===== config.mk =====
export PLATFORM = sky130hd
export DESIGN_NAME = red_rr_scheduler
export DESIGN_NICKNAME = d
export VERILOG_FILES = /design/src/rtl/red_rr_scheduler_pkg.sv /design/src/rtl/red_rr_scheduler_red_unit.sv /design/src/rtl/red_rr_scheduler.sv
export SDC_FILE = /design/constraint.sdc
export NUM_CORES = 1
export LEC_CHECK = 0
export ABC_AREA = 1
export CORE_MARGIN = 2
export CORE_UTILIZATION = 53
export DETAILED_ROUTE_END_ITERATION = 8
export PLACE_DENSITY = 0.8
export RECOVER_POWER = 50
export SYNTH_ARGS = -nofsm -noshare
export SYNTH_HDL_FRONTEND = slang
export SYNTH_SLANG_ARGS = --single-unit

===== constraint.sdc =====
create_clock -name clk -period 3.87 [get_ports clk]
set_clock_uncertainty 0.2 [all_clocks]
set_input_delay 0.774 -clock clk [delete_from_list [all_inputs] [get_ports clk]]
set_output_delay 0.774 -clock clk [all_outputs]
set_load 0.01 [all_outputs]

===== src/rtl/red_rr_scheduler_pkg.sv =====
// Shared definitions for the reduction scheduler: opcode encodings, FSM state
// type and the illegal-opcode test used by the reduction datapath.
package red_rr_scheduler_pkg;

  localparam logic [2:0] OP_AND  = 3'b000;
  localparam logic [2:0] OP_OR   = 3'b001;
  localparam logic [2:0] OP_XOR  = 3'b010;
  localparam logic [2:0] OP_NAND = 3'b011;
  localparam logic [2:0] OP_NOR  = 3'b100;
  localparam logic [2:0] OP_XNOR = 3'b101;

  // Opcodes 110 and 111 are the only illegal ones: both upper bits set.
  localparam logic [2:0] OP_ILLEGAL_MASK = 3'b110;

  typedef enum logic [1:0] {
    S_IDLE   = 2'b00,
    S_EXEC   = 2'b01,
    S_RESULT = 2'b10
  } state_e;

  function automatic logic op_illegal(input logic [2:0] op);
    return (op & OP_ILLEGAL_MASK) == OP_ILLEGAL_MASK;
  endfunction

endpackage


===== src/rtl/red_rr_scheduler_red_unit.sv =====
// red_unit: combinational reduction of a WIDTH-bit word.
//   op      in  3      reduction opcode
//   data    in  WIDTH  operand word
//   res_bit out 1      reduction result (0 for illegal opcodes)
//   res_err out 1      opcode illegal
module red_unit
  import red_rr_scheduler_pkg::*;
#(
  parameter int WIDTH = 4
) (
  input  logic [2:0]       op,
  input  logic [WIDTH-1:0] data,
  output logic             res_bit,
  output logic             res_err
);

  always_comb begin
    res_bit = 1'b0;
    res_err = op_illegal(op);
    case (op)
      OP_AND:  res_bit = &data;
      OP_OR:   res_bit = |data;
      OP_XOR:  res_bit = ^data;
      OP_NAND: res_bit = ~&data;
      OP_NOR:  res_bit = ~|data;
      OP_XNOR: res_bit = ~^data;
      default: res_bit = 1'b0;
    endcase
  end

endmodule


===== src/rtl/red_rr_scheduler.sv =====
// red_rr_scheduler: round-robin sharing of one reduction unit among NREQ
// requesters. Grants one requester per transaction, latches its opcode/word,
// and returns a registered, ID-tagged result over a valid/ready port.
//   clk, rst_n   clock, asynchronous active-low reset
//   req          per-requester request
//   req_op       3-bit opcode per requester, slice i = [3i+2:3i]
//   req_data     WIDTH-bit word per requester
//   gnt          registered one-hot grant, one cycle wide
//   res_valid    result valid; res_ready consumer ready
//   res_bit      reduction result; res_id owner; res_err illegal opcode
module red_rr_scheduler
  import red_rr_scheduler_pkg::*;
#(
  parameter int NREQ  = 4,
  parameter int WIDTH = 4,
  parameter int IDW   = 2
) (
  input  logic                  clk,
  input  logic                  rst_n,
  input  logic [NREQ-1:0]       req,
  input  logic [3*NREQ-1:0]     req_op,
  input  logic [WIDTH*NREQ-1:0] req_data,
  output logic [NREQ-1:0]       gnt,
  output logic                  res_valid,
  input  logic                  res_ready,
  output logic                  res_bit,
  output logic [IDW-1:0]        res_id,
  output logic                  res_err
);

  state_e             state_q, state_d;
  logic [IDW-1:0]     ptr_q, ptr_d;
  logic [NREQ-1:0]    gnt_q, gnt_d;
  logic [2:0]         op_q, op_d;
  logic [WIDTH-1:0]   data_q, data_d;
  logic [IDW-1:0]     id_q, id_d;
  logic               res_valid_q, res_valid_d;
  logic               res_bit_q, res_bit_d;
  logic [IDW-1:0]     res_id_q, res_id_d;
  logic               res_err_q, res_err_d;

  logic               arb_found;
  logic [IDW-1:0]     arb_idx;
  logic [NREQ-1:0]    arb_onehot;
  logic [2:0]         arb_op;
  logic [WIDTH-1:0]   arb_data;
  logic [IDW-1:0]     ptr_next;
  logic               red_bit, red_err;
  logic               take_grant;

  // Rotating priority search starting at ptr; the first set req wins and its
  // operands are selected in the same pass.
  always_comb begin
    int unsigned cand;
    cand       = 0;
    arb_found  = 1'b0;
    arb_idx    = '0;
    arb_onehot = '0;
    arb_op     = '0;
    arb_data   = '0;
    for (int unsigned i = 0; i < NREQ; i++) begin
      cand = (32'(ptr_q) + i) % NREQ;
      if (!arb_found && req[cand]) begin
        arb_found        = 1'b1;
        arb_idx          = IDW'(cand);
        arb_onehot[cand] = 1'b1;
        arb_op           = req_op[3*cand +: 3];
        arb_data         = req_data[WIDTH*cand +: WIDTH];
      end
    end
  end

  assign ptr_next = (arb_idx == IDW'(NREQ-1)) ? '0 : arb_idx + IDW'(1);

  red_unit #(.WIDTH(WIDTH)) u_red_unit (
    .op      (op_q),
    .data    (data_q),
    .res_bit (red_bit),
    .res_err (red_err)
  );

  // IDLE and an accepted RESULT share the grant path, which gives
  // back-to-back service without an intermediate IDLE cycle.
  always_comb begin
    state_d     = state_q;
    ptr_d       = ptr_q;
    gnt_d       = '0;
    op_d        = op_q;
    data_d      = data_q;
    id_d        = id_q;
    res_valid_d = res_valid_q;
    res_bit_d   = res_bit_q;
    res_id_d    = res_id_q;
    res_err_d   = res_err_q;
    take_grant  = 1'b0;

    case (state_q)
      S_IDLE: begin
        if (arb_found) take_grant = 1'b1;
      end
      S_EXEC: begin
        res_bit_d   = red_bit;
        res_err_d   = red_err;
        res_id_d    = id_q;
        res_valid_d = 1'b1;
        state_d     = S_RESULT;
      end
      S_RESULT: begin
        if (res_valid_q && res_ready) begin
          res_valid_d = 1'b0;
          if (arb_found) take_grant = 1'b1;
          else           state_d    = S_IDLE;
        end
      end
      default: state_d = S_IDLE;
    endcase

    if (take_grant) begin
      gnt_d   = arb_onehot;
      op_d    = arb_op;
      data_d  = arb_data;
      id_d    = arb_idx;
      ptr_d   = ptr_next;
      state_d = S_EXEC;
    end
  end

  always_ff @(posedge clk or negedge rst_n) begin
    if (!rst_n) begin
      state_q     <= S_IDLE;
      ptr_q       <= '0;
      gnt_q       <= '0;
      op_q        <= '0;
      data_q      <= '0;
      id_q        <= '0;
      res_valid_q <= 1'b0;
      res_bit_q   <= 1'b0;
      res_id_q    <= '0;
      res_err_q   <= 1'b0;
    end else begin
      state_q     <= state_d;
      ptr_q       <= ptr_d;
      gnt_q       <= gnt_d;
      op_q        <= op_d;
      data_q      <= data_d;
      id_q        <= id_d;
      res_valid_q <= res_valid_d;
      res_bit_q   <= res_bit_d;
      res_id_q    <= res_id_d;
      res_err_q   <= res_err_d;
    end
  end

  assign gnt       = gnt_q;
  assign res_valid = res_valid_q;
  assign res_bit   = res_bit_q;
  assign res_id    = res_id_q;
  assign res_err   = res_err_q;

endmodule


==> results.md <==
* **largest voltage drop on the vdd net** 0.0005044 V
* **register-to-register setup slack** 1020 ps
* **final weighted congestion in routability-driven placement** 0.9104
* **Setup Total Neg Slack** 0 ps
* **Syn Inst Count** 369
* **number of global-route vias before repair** 2024
* **number of nets with antenna violations after routing** 0
* **Layout area overhead** 18.86%
* **Max-slew headroom** 0.3837
* **half-perimeter wire length after placement** 3.841 mm
* **initial detailed-routing violation count** 178
* **XOR/XNOR Fraction of Synth Area** 0.003676
* **number of buffers inserted for hold repair after clock tree synthesis** 0
* **Compound-Gate Fraction of Synth Area** 0.1376
* **Final period util** 0.7363
* **netlist area before placement** 2382 sq um
* **most frequent cells in the layout** sky130_fd_sc_hd__nand2_1 (110), sky130_fd_sc_hd__o21ai_0 (45), sky130_fd_sc_hd__clkdlybuf4s50_1 (41)
* **Core Footprint** 4354 sq um
* **clock latency of the later-clocked register in the worst-skew pair** 260 ps
* **unrepaired setup endpoints after global routing** false
* **Crit-path slowest cell** sky130_fd_sc_hd__dfrtp_1
* **kind of critical path** reg2reg
* **synthesized area per cell** 6.456 sq um
* **fraction of the mapped netlist area in adder cells** 0.06303
* **Final #Nets** 449
* **fraction of layout instances using a drive strength above 1** 0.07232
* **initial core utilization** 0.5471
* **GRT Resource Usage Total** 0.2040
* **Die X** 71.05 um
* **post-synthesis net count** 416
* **Yosys cell types** 31
* **number of placed instances with taps included** 449
* **share of the yosys chip area belonging to registers** 0.2311
* **dominant combinational cell family by area after synthesis** simple AND/OR/NAND/NOR gates
* **port bufs** 43
* **number of buffers inserted to repair setup after CTS** 0
* **Slew @ Worst Pin** 921.4 ps
* **Placement Cell Area** 2760 sq um
* **post-DR vias/cell** 5.170
* **WP data required** 3870 ps
* **clock sink total** 22
* **clock-pin slew reported for the worst setup and hold paths after clock tree synthesis** 80 ps
* **clock tree from TritonCTS** yes
* **critical path fanouts, max** 16
* **maximum count of clock buffers along a single path** 2
* **setup violation total in the final timing report** 0
* **CP max stage delay** 750 ps
* **register bit count reported by yosys** 22
* **antenna violations before repair** 0
* **global-route wire length before repair** 8.673 mm
* **remaining global-route overflow** 0
* **detailed-route wire length** 4.980 mm
* **antenna diode count** 0
* **cells along the critical path** inv_2 -> ha_1 -> inv_1 -> nand3_2 -> nand2_4 -> nor2_2 -> o21ai_0 -> and3_1 -> nand2_1 -> nand2_1 -> nand2_1
* **vias after detailed routing** 2342
* **destination of the worst register-to-register timing path** op_q[1]
* **hold_ws** 271.5 ps
* **utilization after layout** 0.6503
* **number of slew-limit violations in the final report** 0
* **Hold Startpoint** res_id[1]
* **final hold violations** 0
* **io pins** 44
* **destination of the worst hold path** res_id[1]
* **number of levels the H-tree was split into** 1
* **power density over cell area** 884.0 nW/um^2
* **Crit path top cell by count** sky130_fd_sc_hd__nand2_1
* **count of cells along the worst hold path** 2
* **worst hold path type** reg2reg
* **per-cell routed wire length** 10.99 um
* **total non-filler cell area in the finished layout** 2831 sq um
* **number of standard cells in the layout, taps in and fillers out** 453
* **smallest setup slack after layout** 1020 ps
* **Critical Path Source Type** flop
* **share of cell area taken by muxes after synthesis** 0.05882
* **result of the run** finished, final reports clean
* **shortest period the worst path allows** 2850 ps
* **critical path arrival** 2850 ps
* **number of cell instances on the worst register-to-register path** 11
* **number of max-cap violations** 0
* **Die Height** 71.05 um
* **Post-Place Worst Slack** 953.4 ps
* **r2r startpoint** ptr_q[1]
* **total chip power** 2.503 mW
* **number of optimization iterations in the first detailed-route pass** 4
* **number of remaining DRC errors** 0
* **number of buffers created by CTS** 3
* **FP Rows** 24
* **full die area** 5047 sq um
* **Synth warnings** 0
* **post-cts resize count** 0
* **kind of end point of the critical path** flop
* **leak pwr** 1.486 nW
* **fraction of the mapped netlist area in simple logic gates** 0.3771
* **highest attainable clock frequency** 350.9 MHz
* **clock root buffer** sky130_fd_sc_hd__clkbuf_8
* **maximum number of pins on one net before global-route repair** 43
* **most common library cell in the layout ignoring fill and taps** sky130_fd_sc_hd__nand2_1
[worst max-delay path: cells and delay by family, from the launching register on]
family                     cells  cell delay, ps
and+or+nand+nor                7             910
buffers and inverters          2             190
adders and majority gates      1             550
AOI/OAI and AO/OA              1             170
DFF                            1             750
[registers in the layout, indices dropped and copies added, names as in the netlist, named ones only]
register	flops
state_q	2
res_valid	1
res_id	2
ptr_q	1
gnt	4
res_bit	1
op_q	3
id_q	2
res_err	1
data_q	4
[synth_stat cells, drive strengths merged]
| library cell | count | area [sq um] |
|---|---|---|
| buf | 18 | 140.1 |
| o221ai | 1 | 8.760 |
| nand4 | 2 | 27.53 |
| nand2 | 118 | 483.0 |
| inv | 43 | 166.4 |
| o211ai | 1 | 7.510 |
| o21ai | 49 | 245.2 |
| dfrtp | 22 | 550.5 |
| mux2i | 14 | 140.1 |
| a22oi | 4 | 30.03 |
| nand3 | 28 | 167.7 |
| xor2 | 1 | 8.760 |
| and3 | 7 | 43.79 |
| a21oi | 6 | 30.03 |
| ha | 12 | 150.1 |
| a31oi | 1 | 6.260 |
| nor2 | 42 | 176.4 |
[routing by layer]
layer | vias to the layer above | global-route usage | part of all wire
met1 | 1020 | 0.2683 | 0.47
li1 | 1245 | - | -
met5 | - | 0 | 0
met3 | 8 | 0.008547 | 0.048
met4 | 0 | 0.05031 | 0.0096
met2 | 69 | 0.3686 | 0.47
[report_power, final]
group | switching (mW) | internal, mW
clock network | 0.0718 | 0.138
registers | 0.0935 | 0.338
logic | 1.17 | 0.696
[kinds of logic after synthesis]
family,after synthesis
flops,22
buf+inv,61
compound gates,62
mux,14
xor+xnor,1
simple gates,197
fa+ha+maj,12
[worst max-delay path by stage]
stage	startpoint	end	slack, ps	cells after the start
2_1_floorplan	ptr_q[1]	data_q[0]	1190	11
4_1_cts	ptr_q[1]	op_q[0]	1080	11
6_report	ptr_q[1]	op_q[1]	1020	11
3_3_place_gp	req[1]	gnt[3]	1020	13
3_5_place_dp	req[3]	gnt[3]	950	13
5_1_grt	ptr_q[1]	data_q[3]	800	11
[layout make-up]
class	count	area (sq um)
clock inverter	1	30.03
sequential	22	550.5
clock buffer	3	41.29
timing repair buffer	46	452.9
inverter	43	166.4
multi-input combinational	286	1525
fill	402	1523
tap	52	65.06
Power figures use the tool's default switching activity.
